--- src/rtl/mem_port_arbiter_pkg.sv ---
// mem_port_arbiter_pkg: shared types and constants for the HCI memory port arbiter.
package mem_port_arbiter_pkg;
    localparam int MEM_ARB_N_REQ = 3;
    localparam int REQ_META = 0;
    localparam int REQ_Y = 1;
    localparam int REQ_Z = 2;
    localparam int MEM_ARB_ADDR_WIDTH = 32;
    localparam int MEM_ARB_DATA_WIDTH = 128;
    localparam int MEM_ARB_ID_WIDTH = $clog2(MEM_ARB_N_REQ);

    typedef struct packed {
        logic [MEM_ARB_ADDR_WIDTH-1:0]   addr;
        logic                            we;
        logic [MEM_ARB_DATA_WIDTH-1:0]   wdata;
        logic [MEM_ARB_DATA_WIDTH/8-1:0] be;
        logic [MEM_ARB_ID_WIDTH-1:0]     id;
    } mem_req_t;

    function automatic int rr_next(input int w, input int n);
        return (w + 1) % n;
    endfunction
endpackage

--- src/rtl/mem_port_arbiter_if.sv ---
// mem_port_arbiter_if: requester, HCI and response signals of mem_port_arbiter.
interface mem_port_arbiter_if #(
    parameter int N_REQ = 3,
    parameter int ADDR_WIDTH = 32,
    parameter int DATA_WIDTH = 128
);
    logic [N_REQ-1:0]              req_valid_i, req_ready_o, req_we_i, rsp_valid_o;
    logic [N_REQ*ADDR_WIDTH-1:0]   req_addr_i;
    logic [N_REQ*DATA_WIDTH-1:0]   req_wdata_i;
    logic [N_REQ*DATA_WIDTH/8-1:0] req_be_i;
    logic                          mem_req_o, mem_gnt_i, mem_wen_o, mem_r_valid_i;
    logic [ADDR_WIDTH-1:0]         mem_add_o;
    logic [DATA_WIDTH-1:0]         mem_data_o, mem_r_data_i, rsp_data_o;
    logic [DATA_WIDTH/8-1:0]       mem_be_o;

    modport slave (
        input  req_valid_i, req_addr_i, req_we_i, req_wdata_i, req_be_i,
        input  mem_gnt_i, mem_r_valid_i, mem_r_data_i,
        output req_ready_o, mem_req_o, mem_add_o, mem_wen_o, mem_data_o, mem_be_o,
        output rsp_valid_o, rsp_data_o
    );

    modport master (
        output req_valid_i, req_addr_i, req_we_i, req_wdata_i, req_be_i,
        output mem_gnt_i, mem_r_valid_i, mem_r_data_i,
        input  req_ready_o, mem_req_o, mem_add_o, mem_wen_o, mem_data_o, mem_be_o,
        input  rsp_valid_o, rsp_data_o
    );
endinterface

--- src/rtl/mem_arb_id_fifo.sv ---
// mem_arb_id_fifo: FIFO of requester ids for reads in flight; push and pop together when full is legal.
module mem_arb_id_fifo #(
    parameter int WIDTH = 2,
    parameter int DEPTH = 4
) (
    input  logic                           clk_i,
    input  logic                           rst_ni,
    input  logic                           clear_i,
    input  logic                           push_i,
    input  logic [WIDTH-1:0]               data_i,
    input  logic                           pop_i,
    output logic [WIDTH-1:0]               data_o,
    output logic                           full_o,
    output logic                           empty_o,
    output logic [$clog2(DEPTH+1)-1:0]     count_o
);
    localparam int PTR_W = $clog2(DEPTH);
    localparam int CNT_W = $clog2(DEPTH + 1);

    logic [WIDTH-1:0] mem_q [DEPTH];
    logic [PTR_W-1:0] wr_q, rd_q;
    logic             do_push, do_pop;

    assign full_o  = count_o == CNT_W'(DEPTH);
    assign empty_o = count_o == '0;
    assign do_pop  = pop_i && !empty_o;
    assign do_push = push_i && (!full_o || do_pop);
    assign data_o  = mem_q[rd_q];

    always_ff @(posedge clk_i or negedge rst_ni) begin
        if (!rst_ni) begin
            wr_q    <= '0;
            rd_q    <= '0;
            count_o <= '0;
        end else if (clear_i) begin
            wr_q    <= '0;
            rd_q    <= '0;
            count_o <= '0;
        end else begin
            if (do_push) wr_q <= wr_q + 1'b1;
            if (do_pop) rd_q <= rd_q + 1'b1;
            count_o <= count_o + CNT_W'(do_push) - CNT_W'(do_pop);
        end
    end

    always_ff @(posedge clk_i)
        if (do_push) mem_q[wr_q] <= data_i;
endmodule

--- src/rtl/mem_port_arbiter.sv ---
// mem_port_arbiter: shares one HCI port between N_REQ requesters, routing read responses by id.
// Round-robin by default; define MEM_ARB_FIXED_PRIO_EN for fixed lowest-index-wins priority.
module mem_port_arbiter
    import mem_port_arbiter_pkg::*;
#(
    parameter int N_REQ = MEM_ARB_N_REQ,
    parameter int ADDR_WIDTH = MEM_ARB_ADDR_WIDTH,
    parameter int DATA_WIDTH = MEM_ARB_DATA_WIDTH,
    parameter int MAX_OUTSTANDING = 4
) (
    input  logic              clk_i,
    input  logic              rst_ni,
    input  logic              clear_i,
    input  logic              enable_i,
    mem_port_arbiter_if.slave bus,
    output logic              busy_o,
    output logic              err_o
);
    localparam int ID_W = $clog2(N_REQ);
    localparam int CNT_W = $clog2(MAX_OUTSTANDING + 1);
    localparam int BE_W = DATA_WIDTH / 8;

    mem_req_t         slot_q, req_sel;
    logic             slot_full_q, fire, accept, found, read_ok, rsp_hit;
    logic             fifo_empty, fifo_full, fifo_push;
    logic [ID_W-1:0]  win, rsp_id;
    logic [CNT_W-1:0] fifo_count;
    logic [N_REQ-1:0] elig;

`ifndef MEM_ARB_FIXED_PRIO_EN
    logic [ID_W-1:0] ptr_q;
    always_ff @(posedge clk_i or negedge rst_ni) begin
        if (!rst_ni) ptr_q <= '0;
        else if (clear_i) ptr_q <= '0;
        else if (accept) ptr_q <= ID_W'(rr_next(int'(win), N_REQ));
    end
`endif

    // A read still sitting in the slot already reserves a FIFO entry.
    assign read_ok   = int'(fifo_count) + int'(slot_full_q && !slot_q.we) < MAX_OUTSTANDING;
    assign fire      = slot_full_q && bus.mem_gnt_i;
    assign accept    = (!slot_full_q || fire) && found;
    assign fifo_push = fire && !slot_q.we;

    always_comb begin
        int idx;
        elig  = enable_i ? bus.req_valid_i & (bus.req_we_i | {N_REQ{read_ok}}) : '0;
        found = 1'b0;
        win   = '0;
        idx   = 0;
        for (int k = N_REQ - 1; k >= 0; k--) begin
`ifdef MEM_ARB_FIXED_PRIO_EN
            idx = k;
`else
            idx = (int'(ptr_q) + k) % N_REQ;
`endif
            if (elig[idx]) begin
                found = 1'b1;
                win   = ID_W'(idx);
            end
        end
    end

    always_comb begin
        req_sel.addr  = bus.req_addr_i[int'(win)*ADDR_WIDTH +: ADDR_WIDTH];
        req_sel.we    = bus.req_we_i[win];
        req_sel.wdata = bus.req_wdata_i[int'(win)*DATA_WIDTH +: DATA_WIDTH];
        req_sel.be    = bus.req_be_i[int'(win)*BE_W +: BE_W];
        req_sel.id    = win;
    end

    always_ff @(posedge clk_i or negedge rst_ni) begin
        if (!rst_ni) begin
            slot_q      <= '0;
            slot_full_q <= 1'b0;
            err_o       <= 1'b0;
        end else if (clear_i) begin
            slot_q      <= '0;
            slot_full_q <= 1'b0;
            err_o       <= 1'b0;
        end else begin
            if (accept) begin
                slot_q      <= req_sel;
                slot_full_q <= 1'b1;
            end else if (fire) begin
                slot_full_q <= 1'b0;
            end
            if (bus.mem_r_valid_i && fifo_empty) err_o <= 1'b1;
        end
    end

    mem_arb_id_fifo #(
        .WIDTH(ID_W),
        .DEPTH(MAX_OUTSTANDING)
    ) i_id_fifo (
        .clk_i   (clk_i),
        .rst_ni  (rst_ni),
        .clear_i (clear_i),
        .push_i  (fifo_push),
        .data_i  (slot_q.id),
        .pop_i   (bus.mem_r_valid_i),
        .data_o  (rsp_id),
        .full_o  (fifo_full),
        .empty_o (fifo_empty),
        .count_o (fifo_count)
    );

    // The outstanding-read budget makes a push into a full FIFO without a pop unreachable.
    assert property (@(posedge clk_i) disable iff (!rst_ni) !(fifo_full && fifo_push && !bus.mem_r_valid_i));

    assign bus.req_ready_o = accept ? N_REQ'(1) << win : '0;
    assign bus.mem_req_o   = slot_full_q;
    assign bus.mem_add_o   = slot_q.addr;
    assign bus.mem_wen_o   = ~slot_q.we;
    assign bus.mem_data_o  = slot_q.wdata;
    assign bus.mem_be_o    = slot_q.be;
    assign rsp_hit         = bus.mem_r_valid_i && !fifo_empty;
    assign bus.rsp_valid_o = rsp_hit ? N_REQ'(1) << rsp_id : '0;
    assign bus.rsp_data_o  = rsp_hit ? bus.mem_r_data_i : '0;
    assign busy_o          = slot_full_q || !fifo_empty;
endmodule

--- src/flat_wrapper.sv ---
// flat-port wrapper written by rule: the top's interface ports become plain ports
module mem_port_arbiter_flat import mem_port_arbiter_pkg::*;
#(
    parameter int N_REQ = MEM_ARB_N_REQ,
    parameter int ADDR_WIDTH = MEM_ARB_ADDR_WIDTH,
    parameter int DATA_WIDTH = MEM_ARB_DATA_WIDTH,
    parameter int MAX_OUTSTANDING = 4
)
  (clk_i, rst_ni, clear_i, enable_i, busy_o, err_o, bus_req_valid_i, bus_req_addr_i, bus_req_we_i, bus_req_wdata_i, bus_req_be_i, bus_mem_gnt_i, bus_mem_r_valid_i, bus_mem_r_data_i, bus_req_ready_o, bus_mem_req_o, bus_mem_add_o, bus_mem_wen_o, bus_mem_data_o, bus_mem_be_o, bus_rsp_valid_o, bus_rsp_data_o);
  mem_port_arbiter_if #(.N_REQ(N_REQ), .ADDR_WIDTH(ADDR_WIDTH), .DATA_WIDTH(DATA_WIDTH)) bus_i ();
  input  logic clk_i;
  input  logic rst_ni;
  input  logic clear_i;
  input  logic enable_i;
  output logic busy_o;
  output logic err_o;
  input wire logic [$bits(bus_i.req_valid_i)-1:0] bus_req_valid_i;
  input wire logic [$bits(bus_i.req_addr_i)-1:0] bus_req_addr_i;
  input wire logic [$bits(bus_i.req_we_i)-1:0] bus_req_we_i;
  input wire logic [$bits(bus_i.req_wdata_i)-1:0] bus_req_wdata_i;
  input wire logic [$bits(bus_i.req_be_i)-1:0] bus_req_be_i;
  input wire logic [$bits(bus_i.mem_gnt_i)-1:0] bus_mem_gnt_i;
  input wire logic [$bits(bus_i.mem_r_valid_i)-1:0] bus_mem_r_valid_i;
  input wire logic [$bits(bus_i.mem_r_data_i)-1:0] bus_mem_r_data_i;
  output wire logic [$bits(bus_i.req_ready_o)-1:0] bus_req_ready_o;
  output wire logic [$bits(bus_i.mem_req_o)-1:0] bus_mem_req_o;
  output wire logic [$bits(bus_i.mem_add_o)-1:0] bus_mem_add_o;
  output wire logic [$bits(bus_i.mem_wen_o)-1:0] bus_mem_wen_o;
  output wire logic [$bits(bus_i.mem_data_o)-1:0] bus_mem_data_o;
  output wire logic [$bits(bus_i.mem_be_o)-1:0] bus_mem_be_o;
  output wire logic [$bits(bus_i.rsp_valid_o)-1:0] bus_rsp_valid_o;
  output wire logic [$bits(bus_i.rsp_data_o)-1:0] bus_rsp_data_o;
  assign bus_i.req_valid_i = bus_req_valid_i;
  assign bus_i.req_addr_i = bus_req_addr_i;
  assign bus_i.req_we_i = bus_req_we_i;
  assign bus_i.req_wdata_i = bus_req_wdata_i;
  assign bus_i.req_be_i = bus_req_be_i;
  assign bus_i.mem_gnt_i = bus_mem_gnt_i;
  assign bus_i.mem_r_valid_i = bus_mem_r_valid_i;
  assign bus_i.mem_r_data_i = bus_mem_r_data_i;
  assign bus_req_ready_o = bus_i.req_ready_o;
  assign bus_mem_req_o = bus_i.mem_req_o;
  assign bus_mem_add_o = bus_i.mem_add_o;
  assign bus_mem_wen_o = bus_i.mem_wen_o;
  assign bus_mem_data_o = bus_i.mem_data_o;
  assign bus_mem_be_o = bus_i.mem_be_o;
  assign bus_rsp_valid_o = bus_i.rsp_valid_o;
  assign bus_rsp_data_o = bus_i.rsp_data_o;
  mem_port_arbiter #(.N_REQ(N_REQ), .ADDR_WIDTH(ADDR_WIDTH), .DATA_WIDTH(DATA_WIDTH), .MAX_OUTSTANDING(MAX_OUTSTANDING)) u_core (.clk_i(clk_i), .rst_ni(rst_ni), .clear_i(clear_i), .enable_i(enable_i), .bus(bus_i), .busy_o(busy_o), .err_o(err_o));
endmodule
--- config.mk ---
export PLATFORM = sky130hd
export DESIGN_NAME = mem_port_arbiter_flat
export DESIGN_NICKNAME = d
export VERILOG_FILES = /design/src/rtl/mem_port_arbiter_pkg.sv /design/src/rtl/mem_port_arbiter_if.sv /design/src/rtl/mem_arb_id_fifo.sv /design/src/rtl/mem_port_arbiter.sv /design/src/flat_wrapper.sv
export SDC_FILE = /design/constraint.sdc
export NUM_CORES = 1
export LEC_CHECK = 0
export BUFFER_PORTS_ARGS = -buffer_cell sky130_fd_sc_hd__buf_2
export CAP_MARGIN = 20
export CORE_AREA = 10 10 371 373
export CTS_CLUSTER_DIAMETER = 40
export CTS_CLUSTER_SIZE = 30
export DETAILED_ROUTE_END_ITERATION = 16
export DIE_AREA = 0 0 381 383
export PLACE_DENSITY = 0.32
export SLEW_MARGIN = 20
export SYNTH_ARGS = -nofsm -noshare
export SYNTH_HDL_FRONTEND = slang
export SYNTH_SLANG_ARGS = --single-unit
--- constraint.sdc ---
create_clock -name clk_i -period 3.8 [get_ports clk_i]
set_input_delay 0.38 -clock clk_i [delete_from_list [all_inputs] [get_ports clk_i]]
set_output_delay 0.38 -clock clk_i [all_outputs]
set_load 0.02 [all_outputs]
==> results of run 1 <==
==> synthesized netlist by cell type, types with 4 or more instances <==
| cell type | n | area share |
|---|---|---|
| nor2_1 | 191 | 0.043 |
| dfrtp_1 | 190 | 0.28 |
| buf_4 | 184 | 0.082 |
| o21ai_0 | 183 | 0.054 |
| nand2b_1 | 181 | 0.067 |
| nor2b_1 | 180 | 0.067 |
| mux2i_1 | 178 | 0.11 |
| and2_1 | 136 | 0.051 |
| o41ai_2 | 120 | 0.12 |
| clkbuf_1 | 117 | 0.026 |
| o41ai_1 | 57 | 0.030 |
| buf_2 | 28 | 0.0083 |
| ha_1 | 11 | 0.0082 |
| buf_12 | 10 | 0.012 |
| inv_1 | 10 | 0.0022 |
| nand2_1 | 10 | 0.0022 |
| a21oi_1 | 8 | 0.0024 |
| edfxtp_1 | 8 | 0.014 |
| buf_1 | 5 | 0.0011 |
| nor3_1 | 4 | 0.0012 |
| o211ai_1 | 4 | 0.0018 |
==> final timing paths <==
kind                                                             from                                      to  slack, ns  cells past startpoint
worst max-delay path            u_core.i_id_fifo.count_o[1]$_DFF_PN0_                      bus_req_ready_o[0]       0.21                     10
worst min-delay path                             bus_req_wdata_i[300]   u_core.bus.mem_data_o[44]$_DFFE_PN0P_       0.13                      3
worst max register to register  u_core.i_id_fifo.count_o[1]$_DFF_PN0_   u_core.bus.mem_data_o[85]$_DFFE_PN0P_       0.43                     11
worst min register to register           u_core.slot_q[1]$_DFFE_PN0P_  u_core.i_id_fifo.mem_q[0][1]$_DFFE_PP_       0.53                      0
max in group asynchronous                                      rst_ni  u_core.bus.mem_data_o[115]$_DFFE_PN0P_       2.37                      3
min in group asynchronous                                      rst_ni   u_core.bus.mem_data_o[42]$_DFFE_PN0P_       0.49                      2
==> kinds of logic after synthesis <==
group                    after synthesis  synth area share
AND/OR/NAND/NOR                      709             0.234
adder cells (fa/ha/maj)               14            0.0106
XOR/XNOR                               4           0.00208
multiplexers                         180             0.109
buffers and inverters                360             0.136
flip-flops                           198             0.297
AO/OA/AOI/OAI                        385             0.212
==> cell type report <==
type	instances	area (sq um)
Multi-Input combinational cell	1292	9620
Clock inverter	12	155
Antenna cell	25	62.6
Clock buffer	19	464
Timing Repair Buffer	1062	5860
Tap cell	1755	2200
Sequential cell	198	5000
Inverter	12	78.8
Fill cell	15000	107000
==> critical path, cell delays in order (launching register included) <==
cell and delay, ns:
dfrtp_1 0.42, ha_1 0.23, or2_1 0.24, and3_1 0.21
or3_4 0.41, maj3_2 0.33, o211a_4 0.29, clkinv_16 0.10
ha_1 0.14, and2_1 0.15, buf_4 0.15
==> state kept, by name, summed over array words and instances, names as in the netlist <==
signal,cells
u_core.i_id_fifo.wr_q,2
u_core.i_id_fifo.rd_q,2
u_core.bus.mem_data_o,128
u_core.slot_q,3
u_core.i_id_fifo.mem_q,8
u_core.err_o,1
u_core.i_id_fifo.count_o,3
u_core.bus.mem_add_o,32
u_core.ptr_q,2
u_core.bus.mem_be_o,16
u_core.bus.mem_req_o,1
==> per-layer routing <==
metal / vias to the layer above / global-route usage / wire (um)
li1: 7704 / - / -
met1: 7968 / 0.141 / 38100
met2: 631 / 0.258 / 56500
met3: 89 / 0.0480 / 7490
met4: 18 / 0.0530 / 3460
met5: - / 0 / 116
==> power by group <==
part | internal (W) | switching, W | total (W)
Sequential | 0.00261 | 0.000285 | 0.00290
Combinational | 0.00233 | 0.00435 | 0.00668
Clock | 0.000999 | 0.00113 | 0.00213
Total | 0.00594 | 0.00577 | 0.0117
==> timing repair <==
action	in CTS	in global routing
buffers inserted	1	11
gates resized for setup	4	5
endpoints found under the hold margin	91	0
endpoints found under the setup margin	3	3
hold buffers	1	0
==> stage by stage <==
stage | power [W] | worst slack, ns | util | area, sq um
3_5_place_dp | 0.00978 | 0.445 | 0.173 | 22600
2_1_floorplan | 0.00738 | 0.768 | - | 16800
4_1_cts | 0.0121 | 0.00178 | 0.178 | 23300
3_3_place_gp | 0.00986 | 0.446 | 0.173 | 22600
6_report | 0.0117 | 0.206 | 0.180 | 23400
5_1_grt | 0.0125 | 0.0296 | 0.180 | 23400
==> impl_metrics.toml, run 1 <==
[outcome]
status = "complete, no violations"

[synthesis]
synth_fp_nets = 2530
synthCells = 1850
avgSynthCellArea_sq_um = 9.09
ys_seq_area_frac = 0.297
ys_ff_latch = 198
synth_cell_types = 49
synth_warnings = 0
netlist_area_sq_mm = 0.0168
synth_edf_count = 8
async_flop_share = 0.960
synthFlopType = "dfrtp_1"

[floorplanning]
initial_core_util = 0.129
die-height_um = 383
rows = 133
die_x_um = 381
dieArea_sq_mm = 0.146
boundaryPins = 982
fp.coreArea_sq_mm = 0.130

[placed_design]
io_buffers = 981
gp_congestion = 0.870
dp_hpwl_um = 86100
dp.cells = 4306

[cells_and_area]
finalNonFillerCells = 4375
area.growth.synth_to_final_pct = 39.3
drive_gt1_frac = 0.474
mostFrequentLayoutCells = "977 x buf_2, 191 x nor2_1, 189 x dfrtp_1"
final_common_cell = "buf_2"
final_net_count = 3263

[cts]
cts_root_buf = "clkbuf_16"
cts_max_path_buffers = 2
numClockSinks = 198
path_clk_slew_ns = 0.09
htreeDepth = 4
cts_tree = "done"
cts_made_buffers = 17
clock_latency_ns = 0.54

[global_routing]
globalRoute.totalOverflow = 0
grt_pass1_vias = 18000
grt_pass1_wl_um = 145000
grtUsageTotal = 0.138
grt_max_degree = 115
grt_antenna_before_repair = 32

[worst_setup_path]
critPathArrivalTime_ns = 3.21
critical_path.startpoint_type = "flop"
required_ns = 3.42
critPathMaxFanout = 16
crit_type = "flop to primary output"
critPathCaptureType = "primary output"

[sta]
post-route-period-util = 0.946
hold_viol_final = 0
rsz0062_at_grt = "false"
worst_pin_slew_ns = 0.867
fmax_mhz = 278
maxSlewHeadroom = 0.422
setup_viol = 0
tns_ns = 0
holdWs_ns = 0.127
maxSlewViolCount = 0
min_period_ns = 3.59
fin_skew_ns = 0.0225

[min_path]
hp-class = "input port to flop"

[power]
powerDensity_mw_per_mm2 = 500
p_leak_nw = 12.5
irDropWorstVdd_mv = 0.403

[drt]
viasPerCell = 3.75
ant_nets = 0
via_count = 16400
routedWlPerCell_um = 24.1
drt_iter0_drc = 887
wirelength_um = 106000
first_pass_iters = 5
drc = 0

[job]
drv_cap = 0
(Power assumes the default switching activity.)
==> inputs of run 2 (changes only) <==
==> constraint.sdc (replaced) <==
create_clock -name clk_i -period 3.96 [get_ports clk_i]
set_input_delay 0.396 -clock clk_i [delete_from_list [all_inputs] [get_ports clk_i]]
set_output_delay 0.396 -clock clk_i [all_outputs]
set_load 0.02 [all_outputs]
==> run 2 against run 1 <==
  * Sequential power fell by 4%
  * Via count rose by 0.29%
  * Clock power fell by 5%
  * Setup slack improved by 0.050 ns
  * Die area did not move
  * Core utilization fell by 0.14 points
  * Largest cell class unchanged
==> impl_metrics.toml, run 2 (synthesis results as in run 1) <==
[cts]
numClockSinks = 198
cts_max_path_buffers = 2
path_clk_slew_ns = 0.10
htreeDepth = 4
cts_made_buffers = 17
clock_latency_ns = 0.55
cts_root_buf = "clkbuf_16"
cts_tree = "done"

[global_routing]
use_met3 = 0.0475
globalRoute.totalOverflow = 0
grt_use_met2 = 0.259
use_met1 = 0.142
grt_pass1_wl_um = 145000
grt_busiest_layer = "met2"
grt_max_degree = 132
grt_antenna_before_repair = 36
grt_pass1_vias = 17700
grtUsageTotal = 0.139

[sta]
tns_ns = 0
worst_pin_slew_ns = 0.909
setup_viol = 0
fin_skew_ns = 0.0208
maxSlewViolCount = 0
post-route-period-util = 0.935
rsz0062_at_grt = "false"
setup_ws_ns = 0.256
hold_viol_final = 0
maxSlewHeadroom = 0.394
fmax_mhz = 270
min_period_ns = 3.70

[cells_and_area]
fillCellCount = 14900
final_common_cell = "buf_2"
mostFrequentLayoutCells = "979 x buf_2, 191 x nor2_1, 188 x dfrtp_1"
largest_register_ffs = 128
area.growth.synth_to_final_pct = 38.2
drive_gt1_frac = 0.472
finish.utilization = 0.178
regArea_sq_mm = 0.00500
fin_area_sq_mm = 0.0232
multiInputGateArea_sq_mm = 0.00962
final_net_count = 3250

[power]
p_leak_nw = 12.4
powerDensity_mw_per_mm2 = 481
irDropWorstVdd_mv = 0.385

[drt]
ant_nets = 0
drc = 0
first_pass_iters = 5
viasPerCell = 3.78
via_count = 16500
wirelength_um = 108000
drt_iter0_drc = 685
routedWlPerCell_um = 24.7

[worst_setup_path]
critPathMaxFanout = 22
critical_path.startpoint_type = "flop"
critPathArrivalTime_ns = 3.31
crit_type = "flop to primary output"
required_ns = 3.56
critPathCaptureType = "primary output"

[floorplanning]
boundaryPins = 982
fp.coreArea_sq_mm = 0.130
die_x_um = 381
rows = 133
die-height_um = 383
initial_core_util = 0.129
dieArea_sq_mm = 0.146

[placed_design]
dp_hpwl_um = 85200
io_buffers = 981
gp_congestion = 0.867
postPlaceCellArea_sq_mm = 0.0225
dp_slack_ns = 0.553

[job]
drv_cap = 0

[outcome]
status = "complete, no violations"

[min_path]
hp-class = "input port to flop"
-- run 2: where the power goes --
part           internal [W]  total [W]  switching [W]  leakage [nW]
Sequential          0.00251    0.00278       0.000273          2.63
Combinational       0.00215    0.00636        0.00420          9.51
Clock              0.000898    0.00203        0.00114         0.283
Total               0.00556     0.0112        0.00561          12.4
-- run 2: cell type report --
class	count	area share
sequential	198	0.215
inverter	12	0.00339
tap	1755	0.0945
clock buffer	17	0.0183
antenna	16	0.00172
timing repair buffer	1047	0.246
multi-input combinational	1292	0.414
clock inverter	14	0.00694
timing repair inverter	2	0.000969
-- run 2: critical path: stages, from the launching register on --
cell and delay [ns]:
dfrtp_2 0.47, and3b_1 0.23, and3_1 0.23, o311a_1 0.31, a2111oi_2 0.37, buf_4 0.27
inv_8 0.13, buf_6 0.21, ha_1 0.18, and2_1 0.15, buf_2 0.16
-- run 2: per-stage QoR --
stage,total power (W),hold slack [ns],cells
final,0.0112,0.127,4353
after global routing,0.0119,0.0782,4351
after CTS,0.0115,0.0318,4334
after detailed placement,0.00931,0.489,4302
after global placement,0.00937,0.493,4302
after floorplan,0.00709,0.100,1850
-- run 2: per-layer routing --
metal	vias to the layer above	share of wire
li1	7678	-
met1	7998	0.37
met2	651	0.53
met3	104	0.069
met4	26	0.030
met5	-	0.0014
-- run 2: what timing repair did --
action / CTS / global route
resized for setup: 2 / 6
buffers inserted: 0 / 1
endpoints found under the hold margin: 74 / 0
endpoints found under the setup margin: 2 / 3
pin swaps: 0 / 0
hold buffers: 1 / 0
gates cloned: 0 / 2
-- run 2: worst paths after layout --
check,start,to,slack (ns),cells past startpoint
setup / recovery,u_core.bus.mem_req_o$_DFFE_PN0P_,bus_req_ready_o[0],0.26,10
hold / removal,bus_req_wdata_i[320],u_core.bus.mem_data_o[64]$_DFFE_PN0P_,0.13,3
setup reg to reg,u_core.i_id_fifo.count_o[2]$_DFF_PN0_,u_core.bus.mem_data_o[85]$_DFFE_PN0P_,0.59,10
hold reg to reg,u_core.err_o$_DFFE_PN0P_,u_core.err_o$_DFFE_PN0P_,0.50,2
max in group asynchronous,rst_ni,u_core.i_id_fifo.count_o[2]$_DFF_PN0_,2.59,3
min in group asynchronous,rst_ni,u_core.bus.mem_data_o[42]$_DFFE_PN0P_,0.45,2
==> inputs of run 3 (changes only) <==
==> constraint.sdc (replaced) <==
create_clock -name clk_i -period 3.81 [get_ports clk_i]
set_input_delay 0.381 -clock clk_i [delete_from_list [all_inputs] [get_ports clk_i]]
set_output_delay 0.381 -clock clk_i [all_outputs]
set_load 0.02 [all_outputs]
==> run 3 against run 2 <==
  * Clock skew grew 0.0017 ns
  * Die area did not move
  * Core utilization about the same
  * Combinational power increased by 4.9%
  * Sequential power up 4%
  * Largest cell class unchanged
==> impl_metrics.toml, run 3 (synthesis results as in run 1) <==
[drt]
via_count = 16300
first_pass_iters = 5
wirelength_um = 107000
drc = 0
drt_iter0_drc = 829
viasPerCell = 3.74
ant_nets = 0
routedWlPerCell_um = 24.4

[sta]
holdWs_ns = 0.144
tns_ns = 0
rsz0062_at_grt = "false"
min_period_ns = 3.62
maxSlewViolCount = 0
hold_viol_final = 0
worst_pin_slew_ns = 0.885
maxSlewHeadroom = 0.410
fmax_mhz = 276
post-route-period-util = 0.950
setup_viol = 0
fin_skew_ns = 0.0225

[worst_setup_path]
critPathMaxFanout = 7
crit_type = "flop to primary output"
critPathBufInv = 1
worstPathCellList = "ha_1 > or2_1 > and3_1 > or3_4 > maj3_2 > o211a_4 > ha_2 > and2_1 > buf_2"
critPathCaptureType = "primary output"
critPathArrivalTime_ns = 3.24
required_ns = 3.43
timing.critical_path.max_delay_family = "simple AND/OR/NAND/NOR gates"
cp.depth = 9
max_stage_delay_ns = 0.46
slowest_stage = "dfrtp_2"
r2r_cells = 11
critical_path.startpoint_type = "flop"

[cts]
cts_root_buf = "clkbuf_16"
path_clk_slew_ns = 0.10
numClockSinks = 198
cts_max_path_buffers = 2
cts_made_buffers = 17
clock_latency_ns = 0.53
cts_tree = "done"
htreeDepth = 4

[cells_and_area]
fillCellCount = 15000
final_net_count = 3261
finalNonFillerCells = 4372
drive_gt1_frac = 0.473
fin_area_sq_mm = 0.0233
area.growth.synth_to_final_pct = 38.5
mostFrequentLayoutCells = "979 x buf_2, 191 x nor2_1, 189 x dfrtp_1"
largest_register_ffs = 128
final_common_cell = "buf_2"

[floorplanning]
boundaryPins = 982
initial_core_util = 0.129
die-height_um = 383
die_x_um = 381
fp.coreArea_sq_mm = 0.130
rows = 133
dieArea_sq_mm = 0.146

[global_routing]
grt_use_met2 = 0.246
grt_busiest_layer = "met2"
grt_antenna_before_repair = 34
grt_pass1_wl_um = 144000
grt_max_degree = 121
grtUsageTotal = 0.138
use_met3 = 0.0456
globalRoute.totalOverflow = 0
grt_pass1_vias = 17800
use_met1 = 0.143

[power]
p_sw_w = 0.00580
sw_frac_of_total = 0.502
irDropWorstVdd_mv = 0.370
intPower_w = 0.00575
clockPowerShare = 0.172
seqPwrFrac = 0.250
combPwrFrac = 0.577
powerDensity_mw_per_mm2 = 495
p_leak_nw = 12.5

[min_path]
hp-class = "input port to flop"
min_delay_path_depth = 3

[job]
drv_cap = 0

[placed_design]
dp_hpwl_um = 86000
postPlaceCellArea_sq_mm = 0.0226
io_buffers = 981
gp_congestion = 0.857
dp.cells = 4313

[outcome]
status = "complete, no violations"
## run 3: per-stage QoR
step           utilization  setup slack, ns  power, W
3_5_place_dp         0.173           0.0557   0.00974
6_report             0.179            0.191    0.0115
3_3_place_gp         0.173           0.0211   0.00981
5_1_grt              0.178           0.0178    0.0123
2_1_floorplan            -            0.777   0.00737
4_1_cts              0.178           0.0139    0.0119
## run 3: repair_timing
| item | CTS | global route |
|---|---|---|
| endpoints found under the setup margin | 2 | 3 |
| buffers inserted | 0 | 1 |
| hold buffers | 1 | 0 |
| endpoints found under the hold margin | 71 | 0 |
| gates resized for setup | 1 | 4 |
| gates cloned | 0 | 2 |
## run 3: final timing paths
path | start | endpoint | slack (ns)
max in group asynchronous | rst_ni | u_core.bus.mem_data_o[116]$_DFFE_PN0P_ | 2.46
hold reg to reg | u_core.err_o$_DFFE_PN0P_ | u_core.err_o$_DFFE_PN0P_ | 0.51
hold / removal | bus_req_wdata_i[328] | u_core.bus.mem_data_o[72]$_DFFE_PN0P_ | 0.14
setup / recovery | u_core.i_id_fifo.count_o[2]$_DFF_PN0_ | bus_req_ready_o[1] | 0.19
setup reg to reg | u_core.i_id_fifo.count_o[2]$_DFF_PN0_ | u_core.bus.mem_add_o[31]$_DFFE_PN0P_ | 0.25
min in group asynchronous | rst_ni | u_core.bus.mem_data_o[42]$_DFFE_PN0P_ | 0.46
## run 3: area by class of cell
class	instances	area (sq um)	share of cell area
antenna	23	57.6	0.00247
clock buffer	18	429	0.0184
sequential	198	5000	0.214
clock inverter	14	133	0.00569
tap	1755	2200	0.0942
timing repair inverter	2	22.5	0.000966
timing repair buffer	1058	5790	0.248
inverter	12	78.8	0.00338
multi-input combinational	1292	9600	0.412
## run 3: metal layers
metal	vias to the layer above	routed length, um
met5	-	147
met3	108	6940
met2	631	54900
li1	7703	-
met1	7873	39600
met4	20	5200
## run 3: power groups by stage
stage / Sequential [W] / Combinational, W / Clock, W
2_1_floorplan: 0.00283 / 0.00453 / 0
5_1_grt: 0.00296 / 0.00718 / 0.00219
6_report: 0.00289 / 0.00667 / 0.00199
4_1_cts: 0.00289 / 0.00684 / 0.00213
3_3_place_gp: 0.00293 / 0.00688 / 0
3_5_place_dp: 0.00293 / 0.00682 / 0
## run 3: tightest hold or removal path, cell delays in order
cell,delay (ns)
buf_2,0.10
nor2_1,0.10
o41ai_1,0.07
